===== src/rtl/cla_byte_seq_if.sv =====
// Operand/result bus of cla_byte_seq. The master drives operands and out_ready;
// the slave (the sequencer) drives in_ready and the result. sub exists only with CLA_SEQ_SUB_EN.
interface cla_byte_seq_if #(
  parameter int NBYTES = 4
);
  logic                  in_valid;
  logic                  in_ready;
  logic [8*NBYTES-1:0]   a;
  logic [8*NBYTES-1:0]   b;
  logic                  cin;
`ifdef CLA_SEQ_SUB_EN
  logic                  sub;
`endif
  logic                  out_valid;
  logic                  out_ready;
  logic [8*NBYTES-1:0]   sum;
  logic                  cout;
  logic                  ovf;

`ifdef CLA_SEQ_SUB_EN
  modport master (
    output in_valid, a, b, cin, sub, out_ready,
    input  in_ready, out_valid, sum, cout, ovf
  );
  modport slave (
    input  in_valid, a, b, cin, sub, out_ready,
    output in_ready, out_valid, sum, cout, ovf
  );
`else
  modport master (
    output in_valid, a, b, cin, out_ready,
    input  in_ready, out_valid, sum, cout, ovf
  );
  modport slave (
    input  in_valid, a, b, cin, out_ready,
    output in_ready, out_valid, sum, cout, ovf
  );
`endif
endinterface


===== src/rtl/cla_byte_seq.sv =====
// Byte-serial wide adder: one cla_8bit reused LSB-first over NBYTES cycles.
// Optional subtract mode is compiled in with CLA_SEQ_SUB_EN.

module cla_8bit (
  input  logic [7:0] a,
  input  logic [7:0] b,
  input  logic       carry_start,
  output logic [7:0] sum,
  output logic       carry_out
);
  logic [7:0] g;
  logic [7:0] p;
  logic [8:0] c;
  logic       term;
  logic       pp;

  assign g = a & b;
  assign p = a ^ b;

  // Each carry is a flat sum of products of generate/propagate terms, not a ripple chain.
  always_comb begin
    c    = '0;
    term = 1'b0;
    pp   = 1'b0;
    c[0] = carry_start;
    for (int i = 0; i < 8; i++) begin
      term = g[i];
      pp   = p[i];
      for (int j = i - 1; j >= 0; j--) begin
        term = term | (pp & g[j]);
        pp   = pp & p[j];
      end
      c[i+1] = term | (pp & carry_start);
    end
  end

  assign sum       = p ^ c[7:0];
  assign carry_out = c[8];
endmodule

module cla_byte_seq #(
  parameter int NBYTES = 4
) (
  input  logic              clk,
  input  logic              rst,
  cla_byte_seq_if.slave     bus,
  output logic [1:0]        dbg_state
);
  localparam int W  = 8 * NBYTES;
  localparam int IW = $clog2(NBYTES);

  // Handshake: a transfer happens on a rising edge where valid and ready are both 1;
  // in_ready is high only in IDLE, out_valid only in DONE, and neither depends on the peer's signal.
  typedef enum logic [1:0] {
    IDLE = 2'd0,
    RUN  = 2'd1,
    DONE = 2'd2
  } state_t;

  state_t          state;
  state_t          state_nx;
  logic [IW-1:0]   idx;
  logic [W-1:0]    a_lat;
  logic [W-1:0]    b_lat;
  logic [W-1:0]    sum_r;
  logic            carry;
  logic            cout_r;
  logic            ovf_r;
  logic [W-1:0]    b_eff;
  logic            c_init;
  logic [7:0]      byte_a;
  logic [7:0]      byte_b;
  logic [7:0]      byte_s;
  logic            byte_c;
  logic            last;

`ifdef CLA_SEQ_SUB_EN
  assign b_eff  = bus.sub ? ~bus.b : bus.b;
  assign c_init = bus.sub ? 1'b1 : bus.cin;
`else
  assign b_eff  = bus.b;
  assign c_init = bus.cin;
`endif

  assign byte_a = a_lat[{idx, 3'b000} +: 8];
  assign byte_b = b_lat[{idx, 3'b000} +: 8];
  assign last   = (idx == IW'(NBYTES - 1));

  cla_8bit u_cla (
    .a           (byte_a),
    .b           (byte_b),
    .carry_start (carry),
    .sum         (byte_s),
    .carry_out   (byte_c)
  );

  always_ff @(posedge clk) begin
    if (rst) state <= IDLE;
    else     state <= state_nx;
  end

  always_comb begin
    state_nx = state;
    case (state)
      IDLE:    if (bus.in_valid)  state_nx = RUN;
      RUN:     if (last)          state_nx = DONE;
      DONE:    if (bus.out_ready) state_nx = IDLE;
      default: state_nx = IDLE;
    endcase
  end

  // in_ready is masked by rst so nothing looks acceptable during the reset cycle.
  assign bus.in_ready  = (state == IDLE) && !rst;
  assign bus.out_valid = (state == DONE);
  assign bus.sum       = sum_r;
  assign bus.cout      = cout_r;
  assign bus.ovf       = ovf_r;
  assign dbg_state     = state;

  always_ff @(posedge clk) begin
    if (rst) begin
      idx    <= '0;
      carry  <= 1'b0;
      a_lat  <= '0;
      b_lat  <= '0;
      sum_r  <= '0;
      cout_r <= 1'b0;
      ovf_r  <= 1'b0;
    end else begin
      case (state)
        IDLE: begin
          if (bus.in_valid) begin
            a_lat <= bus.a;
            b_lat <= b_eff;
            carry <= c_init;
            idx   <= '0;
          end
        end
        RUN: begin
          sum_r[{idx, 3'b000} +: 8] <= byte_s;
          carry <= byte_c;
          idx   <= idx + 1'b1;
          if (last) begin
            cout_r <= byte_c;
            ovf_r  <= (a_lat[W-1] == b_lat[W-1]) && (byte_s[7] != a_lat[W-1]);
          end
        end
        default: ;
      endcase
    end
  end
endmodule


===== src/flat_wrapper.sv =====
// flat-port wrapper written by rule: the top's interface ports become plain ports
module cla_byte_seq_flat 
#(
  parameter int NBYTES = 4
)
  (clk, rst, dbg_state, bus_in_valid, bus_a, bus_b, bus_cin, bus_out_ready, bus_in_ready, bus_out_valid, bus_sum, bus_cout, bus_ovf);
  cla_byte_seq_if #(.NBYTES(NBYTES)) bus_i ();
  input  logic clk;
  input  logic rst;
  output logic [1:0] dbg_state;
  input wire logic [$bits(bus_i.in_valid)-1:0] bus_in_valid;
  input wire logic [$bits(bus_i.a)-1:0] bus_a;
  input wire logic [$bits(bus_i.b)-1:0] bus_b;
  input wire logic [$bits(bus_i.cin)-1:0] bus_cin;
  input wire logic [$bits(bus_i.out_ready)-1:0] bus_out_ready;
  output wire logic [$bits(bus_i.in_ready)-1:0] bus_in_ready;
  output wire logic [$bits(bus_i.out_valid)-1:0] bus_out_valid;
  output wire logic [$bits(bus_i.sum)-1:0] bus_sum;
  output wire logic [$bits(bus_i.cout)-1:0] bus_cout;
  output wire logic [$bits(bus_i.ovf)-1:0] bus_ovf;
  assign bus_i.in_valid = bus_in_valid;
  assign bus_i.a = bus_a;
  assign bus_i.b = bus_b;
  assign bus_i.cin = bus_cin;
  assign bus_i.out_ready = bus_out_ready;
  assign bus_in_ready = bus_i.in_ready;
  assign bus_out_valid = bus_i.out_valid;
  assign bus_sum = bus_i.sum;
  assign bus_cout = bus_i.cout;
  assign bus_ovf = bus_i.ovf;
  cla_byte_seq #(.NBYTES(NBYTES)) u_core (.clk(clk), .rst(rst), .bus(bus_i), .dbg_state(dbg_state));
endmodule

===== config.mk =====
export PLATFORM = sky130hd
export DESIGN_NAME = cla_byte_seq_flat
export DESIGN_NICKNAME = d
export VERILOG_FILES = /design/src/rtl/cla_byte_seq_if.sv /design/src/rtl/cla_byte_seq.sv /design/src/flat_wrapper.sv
export SDC_FILE = /design/constraint.sdc
export NUM_CORES = 1
export LEC_CHECK = 0
export ABC_AREA = 1
export CAP_MARGIN = 5
export CELL_PAD_IN_SITES_DETAIL_PLACEMENT = 0
export CELL_PAD_IN_SITES_GLOBAL_PLACEMENT = 1
export CORE_MARGIN = 2
export CORE_UTILIZATION = 37
export CTS_BUF_LIST = sky130_fd_sc_hd__clkbuf_2 sky130_fd_sc_hd__clkbuf_4 sky130_fd_sc_hd__clkbuf_8
export DETAILED_ROUTE_END_ITERATION = 6
export GPL_ROUTABILITY_DRIVEN = 0
export PLACE_DENSITY_LB_ADDON = 0.1
export SETUP_SLACK_MARGIN = 0.2
export SYNTH_ARGS = -nofsm -noshare
export SYNTH_HDL_FRONTEND = slang
export SYNTH_SLANG_ARGS = --single-unit

===== constraint.sdc =====
create_clock -name clk -period 2.8 [get_ports clk]
set_input_delay 0.28 -clock clk [delete_from_list [all_inputs] [get_ports clk]]
set_output_delay 0.28 -clock clk [all_outputs]
set_load 0.05 [all_outputs]

==> impl_metrics.prom <==
# TYPE chip_impl_metric gauge
chip_impl_metric{name="finalHoldViolations",unit=""} 0
chip_impl_metric{name="library_cells_used_by_synthesis",unit=""} 34
chip_impl_metric{name="critical_path_fanouts_max",unit=""} 18
chip_impl_info{name="critical_path.endpoint_type",value="flop"} 1
chip_impl_metric{name="timing.max_slew.rel_slack",unit="%"} 45.9
chip_impl_metric{name="finalSetupViolCount",unit=""} 0
chip_impl_metric{name="yosys_warns",unit=""} 0
chip_impl_metric{name="drt-wirelength-per-cell",unit="um"} 14.0
chip_impl_metric{name="total_die_area",unit="mm2"} 0.0136
chip_impl_metric{name="share_clk_of_total_power",unit="%"} 27.2
chip_impl_info{name="root_buffer",value="sky130_fd_sc_hd__clkbuf_8"} 1
chip_impl_metric{name="port_buffers",unit=""} 106
chip_impl_metric{name="ys_seq_elements",unit=""} 103
chip_impl_info{name="run_status",value="completed"} 1
chip_impl_metric{name="post-route-period-util",unit="%"} 86.0
chip_impl_metric{name="power.density_cell_area",unit="mW/mm2"} 561
chip_impl_metric{name="pin_count",unit=""} 107
chip_impl_info{name="rsz0062_at_grt",value="false"} 1
chip_impl_metric{name="start_util",unit="%"} 37.6
chip_impl_metric{name="initial_detailed_routing_violation_count",unit=""} 294
chip_impl_info{name="synthTopCellsByCount",value="sky130_fd_sc_hd__nor2_1, sky130_fd_sc_hd__dfxtp_1, sky130_fd_sc_hd__nand2_1, sky130_fd_sc_hd__o21ai_0, sky130_fd_sc_hd__a21oi_1"} 1
chip_impl_metric{name="clock_skew",unit="ns"} 0.0117
chip_impl_metric{name="tritoncts_num_sinks",unit=""} 103
chip_impl_info{name="timing_worst_setup_path_type",value="reg -> reg"} 1
chip_impl_metric{name="drv_slew",unit=""} 0
chip_impl_metric{name="cts_buffer_depth",unit=""} 2
chip_impl_metric{name="synth_edf_count",unit=""} 0
chip_impl_metric{name="grt_first_pass_wirelength",unit="um"} 20500
chip_impl_metric{name="fp.dieW",unit="um"} 117
chip_impl_metric{name="worst_skew_pair.late_latency",unit="ns"} 0.37
chip_impl_metric{name="synth_top_area_share",unit="%"} 44.0
chip_impl_metric{name="fin_nets",unit=""} 832
chip_impl_metric{name="grt.total_usage",unit="%"} 19.5
chip_impl_metric{name="share_comb_of_total_power",unit="%"} 26.3
chip_impl_info{name="critPathLaunchType",value="flop"} 1
chip_impl_info{name="synth.area.top_cells",value="sky130_fd_sc_hd__dfxtp_1, sky130_fd_sc_hd__nor2_1, sky130_fd_sc_hd__o21ai_0, sky130_fd_sc_hd__nand2_1, sky130_fd_sc_hd__ha_1"} 1
chip_impl_metric{name="setup_total_negative_slack",unit="ns"} 0
chip_impl_metric{name="drt-total-wl",unit="um"} 12900
chip_impl_metric{name="slowest_cell_delay_on_critical_path",unit="ns"} 0.41
chip_impl_metric{name="antenna_cells",unit=""} 0
chip_impl_metric{name="cts_inserted_buffers",unit=""} 9
chip_impl_metric{name="multi_input_comb_area",unit="mm2"} 0.00236
chip_impl_metric{name="syn_area",unit="mm2"} 0.00468
chip_impl_metric{name="internal_power",unit="mW"} 2.34
chip_impl_metric{name="globalRouteOverflowTotal",unit=""} 0
chip_impl_metric{name="placeableCoreArea",unit="mm2"} 0.0125
chip_impl_info{name="synthDominantAreaCellType",value="sky130_fd_sc_hd__dfxtp_1"} 1
chip_impl_metric{name="net-switching-power",unit="mW"} 1.15
chip_impl_metric{name="syn_area_per_cell",unit="um2"} 7.17
chip_impl_metric{name="worst_slack",unit="ns"} 0.393
chip_impl_metric{name="first_pass_iters",unit=""} 4
chip_impl_metric{name="vdd_ir_drop_max",unit="mV"} 0.230
chip_impl_info{name="post-synth-top-count-cell",value="sky130_fd_sc_hd__nor2_1"} 1
chip_impl_metric{name="asyncSetResetFlopFracSynth",unit="%"} 0
chip_impl_info{name="cell_chain_of_the_critical_path",value="buf_8 > o21ai_0 > o22ai_1 > ha_2 > nor2_2 > inv_2 > nand3_2 > nand2_1 > or2_1 > nand2_2 > inv_1 > nand3_1 > a21oi_1"} 1
chip_impl_metric{name="cp_data_arrival_time",unit="ns"} 2.66
chip_impl_metric{name="h-tree-depth",unit=""} 3
chip_impl_metric{name="worst_pin_slew",unit="ns"} 0.810
chip_impl_metric{name="die_height",unit="um"} 117
chip_impl_metric{name="layout_min_cycle_time",unit="ns"} 2.41
chip_impl_metric{name="post_route_cells_drive_above_1_share",unit="%"} 8.24
chip_impl_metric{name="ant_nets",unit=""} 0
chip_impl_metric{name="required",unit="ns"} 3.06
chip_impl_metric{name="p_seq_share",unit="%"} 46.5
chip_impl_metric{name="first_global_vias",unit=""} 4319
chip_impl_metric{name="route.vias.total",unit=""} 4492
chip_impl_metric{name="netSwitchingFraction",unit="%"} 32.9
chip_impl_metric{name="postSynthNetCount",unit=""} 738
chip_impl_metric{name="number_of_antenna_violations_at_the_first_check_in_global_routing",unit=""} 0
chip_impl_info{name="slowest_cell_on_the_critical_path",value="sky130_fd_sc_hd__dfxtp_4"} 1
chip_impl_metric{name="pre_cts_ws",unit="ns"} 0.255
chip_impl_metric{name="drv_cap",unit=""} 0
chip_impl_metric{name="clkSlewWorstSetupHoldPaths",unit="ns"} 0.10
chip_impl_metric{name="area.growth.synth_to_final",unit="%"} 32.9
chip_impl_metric{name="seq_area",unit="mm2"} 0.00207
chip_impl_metric{name="netlist_instances",unit=""} 653
chip_impl_metric{name="fp-row-count",unit=""} 41
chip_impl_metric{name="grt_start_max_net_pins",unit=""} 69
chip_impl_metric{name="vias_per_cell",unit=""} 4.86
chip_impl_info{name="cts_tree",value="yes"} 1
chip_impl_metric{name="dp_hpwl",unit="um"} 9480
chip_impl_metric{name="leakagePower",unit="nW"} 2.44
chip_impl_metric{name="synth.yosys.seq_area_share",unit="%"} 44.0
chip_impl_metric{name="filler_cell_count",unit=""} 1342
chip_impl_metric{name="drc_errors",unit=""} 0
chip_impl_info{name="worstHoldPathType",value="reg -> reg"} 1
chip_impl_metric{name="max_freq",unit="MHz"} 415
chip_impl_info{name="ys_dominant_reg_cell",value="sky130_fd_sc_hd__dfxtp_1"} 1
[power by group through the flow]
stage | Combinational, mW | Clock [mW] | Sequential, mW
after floorplan | 0.548 | 0 | 1.67
after CTS | 0.881 | 0.977 | 1.62
after global routing | 1.03 | 1.04 | 1.63
after detailed placement | 0.878 | 0 | 1.66
final | 0.920 | 0.950 | 1.62
after global placement | 0.874 | 0 | 1.66
[critical path: cells and delay by family (launching register included)]
kind | cells | cell delay, ns
fa+ha+maj | 1 | 0.34
buf+inv | 3 | 0.29
simple gates | 6 | 0.77
compound gates | 3 | 0.47
flops | 1 | 0.41
[kinds of logic (layout without fill, tap and decap cells)]
kind of cell | after synthesis | in the layout | share of synthesized area (%)
AND/OR/NAND/NOR | 303 | 303 | 27.3
AO/OA/AOI/OAI | 156 | 156 | 17.6
flip-flops | 103 | 103 | 44.0
buffers and inverters | 73 | 172 | 6.22
adder cells (fa/ha/maj) | 16 | 16 | 4.43
XOR/XNOR | 2 | 2 | 0.374
[placed cells by master, fill, tap and decap left out, types with 2 or more instances in the layout]
| cell type | Yosys | final |
|---|---|---|
| sky130_fd_sc_hd__a21oi_1 | 37 | 37 |
| sky130_fd_sc_hd__a22oi_1 | 2 | 2 |
| sky130_fd_sc_hd__a32oi_2 | 0 | 2 |
| sky130_fd_sc_hd__buf_12 | 0 | 4 |
| sky130_fd_sc_hd__buf_4 | 0 | 7 |
| sky130_fd_sc_hd__clkbuf_8 | 0 | 9 |
| sky130_fd_sc_hd__clkdlybuf4s50_1 | 0 | 105 |
| sky130_fd_sc_hd__clkinv_2 | 1 | 2 |
| sky130_fd_sc_hd__clkinv_4 | 0 | 2 |
| sky130_fd_sc_hd__clkinvlp_4 | 0 | 3 |
| sky130_fd_sc_hd__dfxtp_1 | 103 | 101 |
| sky130_fd_sc_hd__ha_1 | 15 | 14 |
| sky130_fd_sc_hd__inv_1 | 31 | 29 |
| sky130_fd_sc_hd__inv_2 | 4 | 5 |
| sky130_fd_sc_hd__nand2_1 | 87 | 85 |
| sky130_fd_sc_hd__nand2_2 | 4 | 6 |
| sky130_fd_sc_hd__nand3_1 | 19 | 19 |
| sky130_fd_sc_hd__nand3_2 | 2 | 2 |
| sky130_fd_sc_hd__nand4_1 | 6 | 6 |
| sky130_fd_sc_hd__nor2_1 | 169 | 169 |
| sky130_fd_sc_hd__nor2_2 | 2 | 2 |
| sky130_fd_sc_hd__nor2_4 | 4 | 4 |
| sky130_fd_sc_hd__nor3_1 | 5 | 5 |
| sky130_fd_sc_hd__o21a_1 | 2 | 2 |
| sky130_fd_sc_hd__o21ai_0 | 87 | 82 |
| sky130_fd_sc_hd__o21ai_1 | 9 | 14 |
| sky130_fd_sc_hd__o22ai_1 | 14 | 13 |
[sequential cells by signal (all words and copies together), names as in the netlist]
| signal | cells |
|---|---|
| u_core.a_lat | 32 |
| u_core.b_lat | 32 |
| u_core.bus.cout | 1 |
| u_core.bus.ovf | 1 |
| u_core.bus.sum | 32 |
| u_core.carry | 1 |
| u_core.dbg_state | 2 |
| u_core.idx | 2 |
[repair_timing]
item / in CTS / in global routing
hold endpoints to repair: 0 / 0
buffers inserted: 0 / 2
hold buffers: 0 / 0
endpoints found under the setup margin: 0 / 27
resized for setup: 0 / 26
[cell type report]
class,count,area share (%)
timing repair inverter,1,0.121
tap,172,3.46
multi-input combinational,477,38.0
sequential,103,33.2
inverter,37,2.31
timing repair buffer,118,19.7
clock buffer,10,2.11
clock inverter,6,1.11
[per-stage QoR]
step	hold slack (ns)	total power, mW	instance area [um2]	util (%)	instances
5_1_grt	0.492	3.70	6220	49.9	924
3_5_place_dp	0.455	2.53	5900	47.3	904
2_1_floorplan	0.429	2.22	4680	-	653
3_3_place_gp	0.452	2.53	5900	47.3	904
6_report	0.467	3.49	6220	49.9	924
4_1_cts	0.471	3.48	6100	48.9	920
[routing by layer]
metal  track usage, %  up-vias  share of wire (%)
met2             33.9      106                 49
met1             23.6     2044                 44
met3             3.94       20                4.0
li1                 -     2322                  -
met5                0        -                  0
met4             7.94        0                3.0
[worst paths after layout]
kind / cells after the start / slack [ns] / startpoint / to
worst min-delay path: 2 / 0.47 / u_core.bus.sum[30] / u_core.bus.sum[30]
worst max register to register: 13 / 0.39 / u_core.idx[1] / u_core.bus.sum[21]
worst min register to register: 2 / 0.47 / u_core.bus.sum[30] / u_core.bus.sum[30]
worst max-delay path: 13 / 0.39 / u_core.idx[1] / u_core.bus.sum[21]
No activity file was read; power rests on OpenSTA's default activity.
==> edit 1 (same settings) <==
`NBYTES` is set to 4 in 3 places; all go to 8.
--- a/src/rtl/cla_byte_seq_if.sv
+++ b/src/rtl/cla_byte_seq_if.sv
@@ -1,7 +1,7 @@
 // Operand/result bus of cla_byte_seq. The master drives operands and out_ready;
 // the slave (the sequencer) drives in_ready and the result. sub exists only with CLA_SEQ_SUB_EN.
 interface cla_byte_seq_if #(
-  parameter int NBYTES = 4
+  parameter int NBYTES = 8
 );
   logic                  in_valid;
   logic                  in_ready;
--- a/src/rtl/cla_byte_seq.sv
+++ b/src/rtl/cla_byte_seq.sv
@@ -39,7 +39,7 @@
 endmodule
 
 module cla_byte_seq #(
-  parameter int NBYTES = 4
+  parameter int NBYTES = 8
 ) (
   input  logic              clk,
   input  logic              rst,
--- a/src/flat_wrapper.sv
+++ b/src/flat_wrapper.sv
@@ -1,7 +1,7 @@
 // flat-port wrapper written by rule: the top's interface ports become plain ports
 module cla_byte_seq_flat 
 #(
-  parameter int NBYTES = 4
+  parameter int NBYTES = 8
 )
   (clk, rst, dbg_state, bus_in_valid, bus_a, bus_b, bus_cin, bus_out_ready, bus_in_ready, bus_out_valid, bus_sum, bus_cout, bus_ovf);
   cla_byte_seq_if #(.NBYTES(NBYTES)) bus_i ();
Ports: changed (resized bus_a, bus_b and bus_sum); port bits go from 107 to 203. No check against the original RTL was run, so the function may have changed too.
==> edit 1 against the unedited design <==
- cell area is 89% higher
- via count is 80% higher
- utilization is 2.4 points higher
- sequential cell count is 97 higher
- count of clock-buffer cells in the layout is 7 higher
- routed wire length is 100% higher
- area after synthesis is 80% higher
- largest cell class unchanged
- power is 95% higher
- setup slack worse by 200 ps
- global-route usage is 1.6 points higher
==> edit 1: results (changes against the unedited design) <==
.. list-table::
   :header-rows: 1

   * - Metric
     - Value
   * - Status
     - finished, final reports clean
   * - Top cells by area in the synthesized netlist
     - sky130_fd_sc_hd__dfxtp_1, sky130_fd_sc_hd__nor2_1, sky130_fd_sc_hd__o21ai_0
   * - Insertion delay of the later-clocked pin in the worst-skew pair
     - 490 ps (+120 ps)
   * - First-pass GRT wire length
     - 40,000 µm (+95%)
   * - Share of synthesized area occupied by flip-flops and latches
     - 47.5% (+3.5 points)
   * - Leak pwr
     - 4.71 nW (+93%)
   * - End point of the worst hold path
     - u_core.b_lat[2]
   * - Startpoint of the worst-slack reg-to-reg timing path
     - u_core.idx[0]
   * - Layout cell share with drive strength beyond 1
     - 12.4% (+4.1 points)
   * - TritonCTS Buffers
     - 17 (+8)
   * - Overall fraction of global-route tracks in use
     - 21.1% (+1.6 points)
   * - Via Count
     - 8,096 (+80%)
   * - Post-Route Hold Slack
     - 399 ps (-67.4 ps)
   * - Max IR drop VDD
     - 0.264 mV (+15%)
   * - Total nets after synthesis
     - 1,290 (+75%)
   * - Worst min-delay path startpoint
     - bus_b[2]
   * - Maxcap violations
     - 0 (unchanged)
   * - Worst Hold Path Cells
     - 3 (+1)
   * - Total routed wirelength
     - 26,300 µm (+100%)
   * - Max Fanout on Critical Path
     - 8 (-10)
   * - Max H-tree Level
     - 4 (+1)
   * - Gate count of the mapped netlist
     - 1,144 (+75%)
   * - Post-synth cell types
     - 40 (+18%)
   * - Maximum number of pins on one net before global-route repair
     - 130 (+88%)
   * - Worst reg-to-reg setup slack
     - 190 ps (-200 ps)
   * - Delay of the slowest cell on the worst path
     - 460 ps (+50 ps)
   * - Number of DRC violations after detailed-routing iteration 0
     - 508 (+73%)
   * - Clock skew
     - 18.5 ps (+6.80 ps)
   * - Number of nets in the final layout
     - 1,484 (+78%)
   * - Capturing element of the worst setup path
     - u_core.bus.sum[62]
   * - Placement Setup Slack
     - 52.4 ps (-203 ps)
   * - Period Utilization, post-route
     - 93.2% (+7.2 points)
   * - Cell area after placement
     - 10,800 µm² (+83%)
   * - Routed len/inst
     - 16.0 µm (+15%)
   * - Cell types with the highest counts after synthesis
     - sky130_fd_sc_hd__nor2_1, sky130_fd_sc_hd__o21ai_0, sky130_fd_sc_hd__dfxtp_1, sky130_fd_sc_hd__a21oi_1, sky130_fd_sc_hd__clkbuf_1
   * - Rel. slew slack
     - 57.7% (+12 points)
   * - Hpwl dp
     - 18,300 µm (+94%)
   * - Depth of the worst register-to-register path
     - 15 (+2)
   * - Placed instance count
     - 1,584 (+75%)
-- edit 1: changes by cell type after synthesis, sizes merged, moves of 11 or more --
| cell | before | now |
|---|---|---|
| nand2 | 92 | 44 |
| a31oi | 1 | 15 |
| clkbuf | 21 | 53 |
| o21ai | 96 | 248 |
| nand3 | 21 | 10 |
| nor2 | 175 | 381 |
| dfxtp | 103 | 200 |
| a21oi | 38 | 61 |
| buf | 15 | 29 |
-- edit 1: per-layer routing --
metal	share of wire, %	track usage [%]	vias to the layer above	wire length [µm]
li1	-	-	4165	-
met1	49	30.1	3700	12900
met2	45	33.4	212	11900
met3	4.4	3.45	19	1150
met4	1.2	5.47	0	320
met5	0	0	-	0
-- edit 1: where the power goes --
group | switching [mW] | total [mW] | internal, mW
clock network | 1.15 | 2.00 | 0.848
registers | 0.128 | 3.15 | 3.02
logic | 0.935 | 1.65 | 0.714
total | 2.22 | 6.80 | 4.58
-- edit 1: final cells by class --
| cell class | count | area, µm² |
|---|---|---|
| Inverter | 46 | 195 |
| Timing Repair inverter | 1 | 8.76 |
| Clock buffer | 17 | 234 |
| Multi-Input combinational cell | 816 | 4080 |
| Clock inverter | 15 | 203 |
| Timing Repair Buffer | 256 | 2690 |
| Tap cell | 285 | 357 |
| Fill cell | 2251 | 10700 |
| Sequential cell | 200 | 4010 |
-- edit 1: logic make-up (layout without fill, tap and decap cells) --
family,after synthesis,after routing,synth area share (%)
buffers and inverters,128,335,6.69
and+or+nand+nor,442,442,20.6
adders and majority gates,13,13,2.02
AOI/OAI and AO/OA,356,356,22.5
xor gates and xnor gates,5,5,0.698
DFF,200,200,47.5
-- edit 1: timing repair --
item | CTS | global route
gates cloned | 0 | 6
pin swaps | 0 | 36
buffers inserted | 0 | 14
gates resized for setup | 7 | 94
setup endpoints to repair | 31 | 43
==> edit 2 (same settings) <==
Made on the original files. Put one more register stage on the output `dbg_state`, without a reset. The value now appears one clock later. The other outputs are not delayed to match.
--- a/src/rtl/cla_byte_seq.sv
+++ b/src/rtl/cla_byte_seq.sv
@@ -115,7 +115,9 @@
   assign bus.sum       = sum_r;
   assign bus.cout      = cout_r;
   assign bus.ovf       = ovf_r;
-  assign dbg_state     = state;
+  always_ff @(posedge clk) begin
+    dbg_state <= state;
+  end
 
   always_ff @(posedge clk) begin
     if (rst) begin
Function: changed (Yosys sat finds a counterexample within 4 cycles, from zero or initial values and one cycle with rst high).
==> edit 2 against the unedited design <==
- power increased by 2.0%
- setup slack improved by 37 ps
- area after synthesis increased by 0.72%
- clock power increased by 5.2%
- non-clock buffer count increased by 5
- sequential cell count increased by 2
- synthesized cell count increased by 0.46%
- routed wire length increased by 0.63%
- sequential share of layout area increased by 0.29 points
- cell area increased by 0.88%
==> edit 2: results (changes against the unedited design) <==
.. list-table::
   :header-rows: 1

   * - Metric
     - Value
   * - Status
     - finished, final reports clean
   * - Cell types with the highest counts after synthesis
     - sky130_fd_sc_hd__nor2_1, sky130_fd_sc_hd__dfxtp_1, sky130_fd_sc_hd__nand2_1, sky130_fd_sc_hd__o21ai_0, sky130_fd_sc_hd__a21oi_1
   * - CTS resizes
     - 0 (unchanged)
   * - Synth Area in Adders
     - 4.40% (-0.032 points)
   * - Rel. slew slack
     - 64.6% (+19 points)
   * - Proportion of netlist area held by the largest area contributor
     - 44.6% (+0.53 points)
   * - Hpwl dp
     - 9700 µm (+2.3%)
   * - Setup Buffers After CTS
     - 0 (unchanged)
   * - Largest family of logic cells by synthesized area
     - simple AND/OR/NAND/NOR gates
   * - Worst reg-to-reg setup slack
     - 430 ps (+40 ps)
   * - Placement Setup Slack
     - 298 ps (+42.7 ps)
   * - Number of nets in the final layout
     - 839 (+0.84%)
   * - First element of the critical path
     - u_core.idx[0]
   * - IO buf count
     - 106 (unchanged)
   * - Max Fanout on Critical Path
     - 17 (-1)
   * - Share of synthesized area occupied by flip-flops and latches
     - 44.6% (+0.53 points)
   * - Overall fraction of global-route tracks in use
     - 19.0% (-0.52 points)
   * - Number of warnings issued by yosys
     - 0 (unchanged)
   * - Routed len/inst
     - 14.0 µm (-0.12%)
   * - Max IR drop VDD
     - 0.194 mV (-16%)
   * - Cell area after placement
     - 5970 µm² (+1.2%)
   * - Worst min-delay path startpoint
     - u_core.state[0]
   * - Detailed-route vias per instance
     - 4.82 (-0.77%)
   * - First-pass GRT wire length
     - 20,000 µm (-2.4%)
   * - Data arrival time of the worst path
     - 2690 ps (+30 ps)
   * - Top cells by area in the synthesized netlist
     - sky130_fd_sc_hd__dfxtp_1, sky130_fd_sc_hd__nor2_1, sky130_fd_sc_hd__o21ai_0
   * - Total nets after synthesis
     - 741 (+0.41%)
   * - Post-Route Hold Slack
     - 421 ps (-46.2 ps)
   * - Number of DRC violations after detailed-routing iteration 0
     - 244 (-17%)
   * - Finished layout cell area
     - 6280 µm² (+0.88%)
   * - Post-synth cell types
     - 36 (+5.9%)
   * - Clock skew
     - 10.9 ps (-0.767 ps)
   * - Clock Root Buffer
     - sky130_fd_sc_hd__clkbuf_8
   * - Maximum number of pins on one net before global-route repair
     - 66 (-4.3%)
   * - XOR/XNOR share of the synthesized area
     - 0.371% (-0.0027 points)
   * - Layout cell share with drive strength beyond 1
     - 8.83% (+0.58 points)
   * - Share of the synthesized area in compound gates (AO/OA/AOI/OAI)
     - 17.2% (-0.36 points)
   * - Leak pwr
     - 2.47 nW (+1.4%)
   * - Maximum clock rate
     - 422 MHz (+1.5%)
   * - Number of global-route vias before repair
     - 4,125 (-4.5%)
edit 2: final timing paths:
path                              end  depth (start not counted)
setup reg to reg   u_core.bus.sum[13]                         14
hold reg to reg   u_core.dbg_state[0]                          0
setup / recovery   u_core.bus.sum[13]                         14
hold / removal    u_core.dbg_state[0]                          0
edit 2: layer usage:
metal,part of all wire [%],up-vias,track usage [%]
li1,-,2347,-
met1,46,2034,23.6
met2,48,89,33.3
met3,3.8,21,2.27
met4,2.6,0,8.08
met5,0,-,0
edit 2: worst max-delay path: stages (launching register included):
cell                      delay [ps]
sky130_fd_sc_hd__dfxtp_2         370
sky130_fd_sc_hd__inv_2            80
sky130_fd_sc_hd__buf_12          150
sky130_fd_sc_hd__o21ai_0         210
sky130_fd_sc_hd__o22ai_2         120
sky130_fd_sc_hd__ha_2            390
sky130_fd_sc_hd__inv_2            50
sky130_fd_sc_hd__nor2_2          110
sky130_fd_sc_hd__nand3_1         110
sky130_fd_sc_hd__nand2_1          80
sky130_fd_sc_hd__or2_1            90
sky130_fd_sc_hd__nand2_1         120
sky130_fd_sc_hd__nor3_4          200
sky130_fd_sc_hd__nand2_1          90
sky130_fd_sc_hd__a21oi_1         120
edit 2: where the power goes:
part           switching [mW]  total (mW)  internal, mW
registers              0.0620        1.65          1.59
clock network           0.533       0.999         0.467
logic                   0.550       0.910         0.361
edit 2: area by class of cell:
class                           instances  area (µm²)
Inverter                               37         139
Timing Repair Buffer                  123        1240
Tap cell                              172         215
Multi-Input combinational cell        478        2360
Clock inverter                          5        62.6
Sequential cell                       105        2100
Fill cell                            1318        6240
Clock buffer                           11         151
edit 2: stage by stage:
stage	util, %	std cells
CTS	49.4	928
finish	50.1	931
floorplan	-	656
global route	50.1	931
detailed placement	47.7	912
global placement	47.7	912
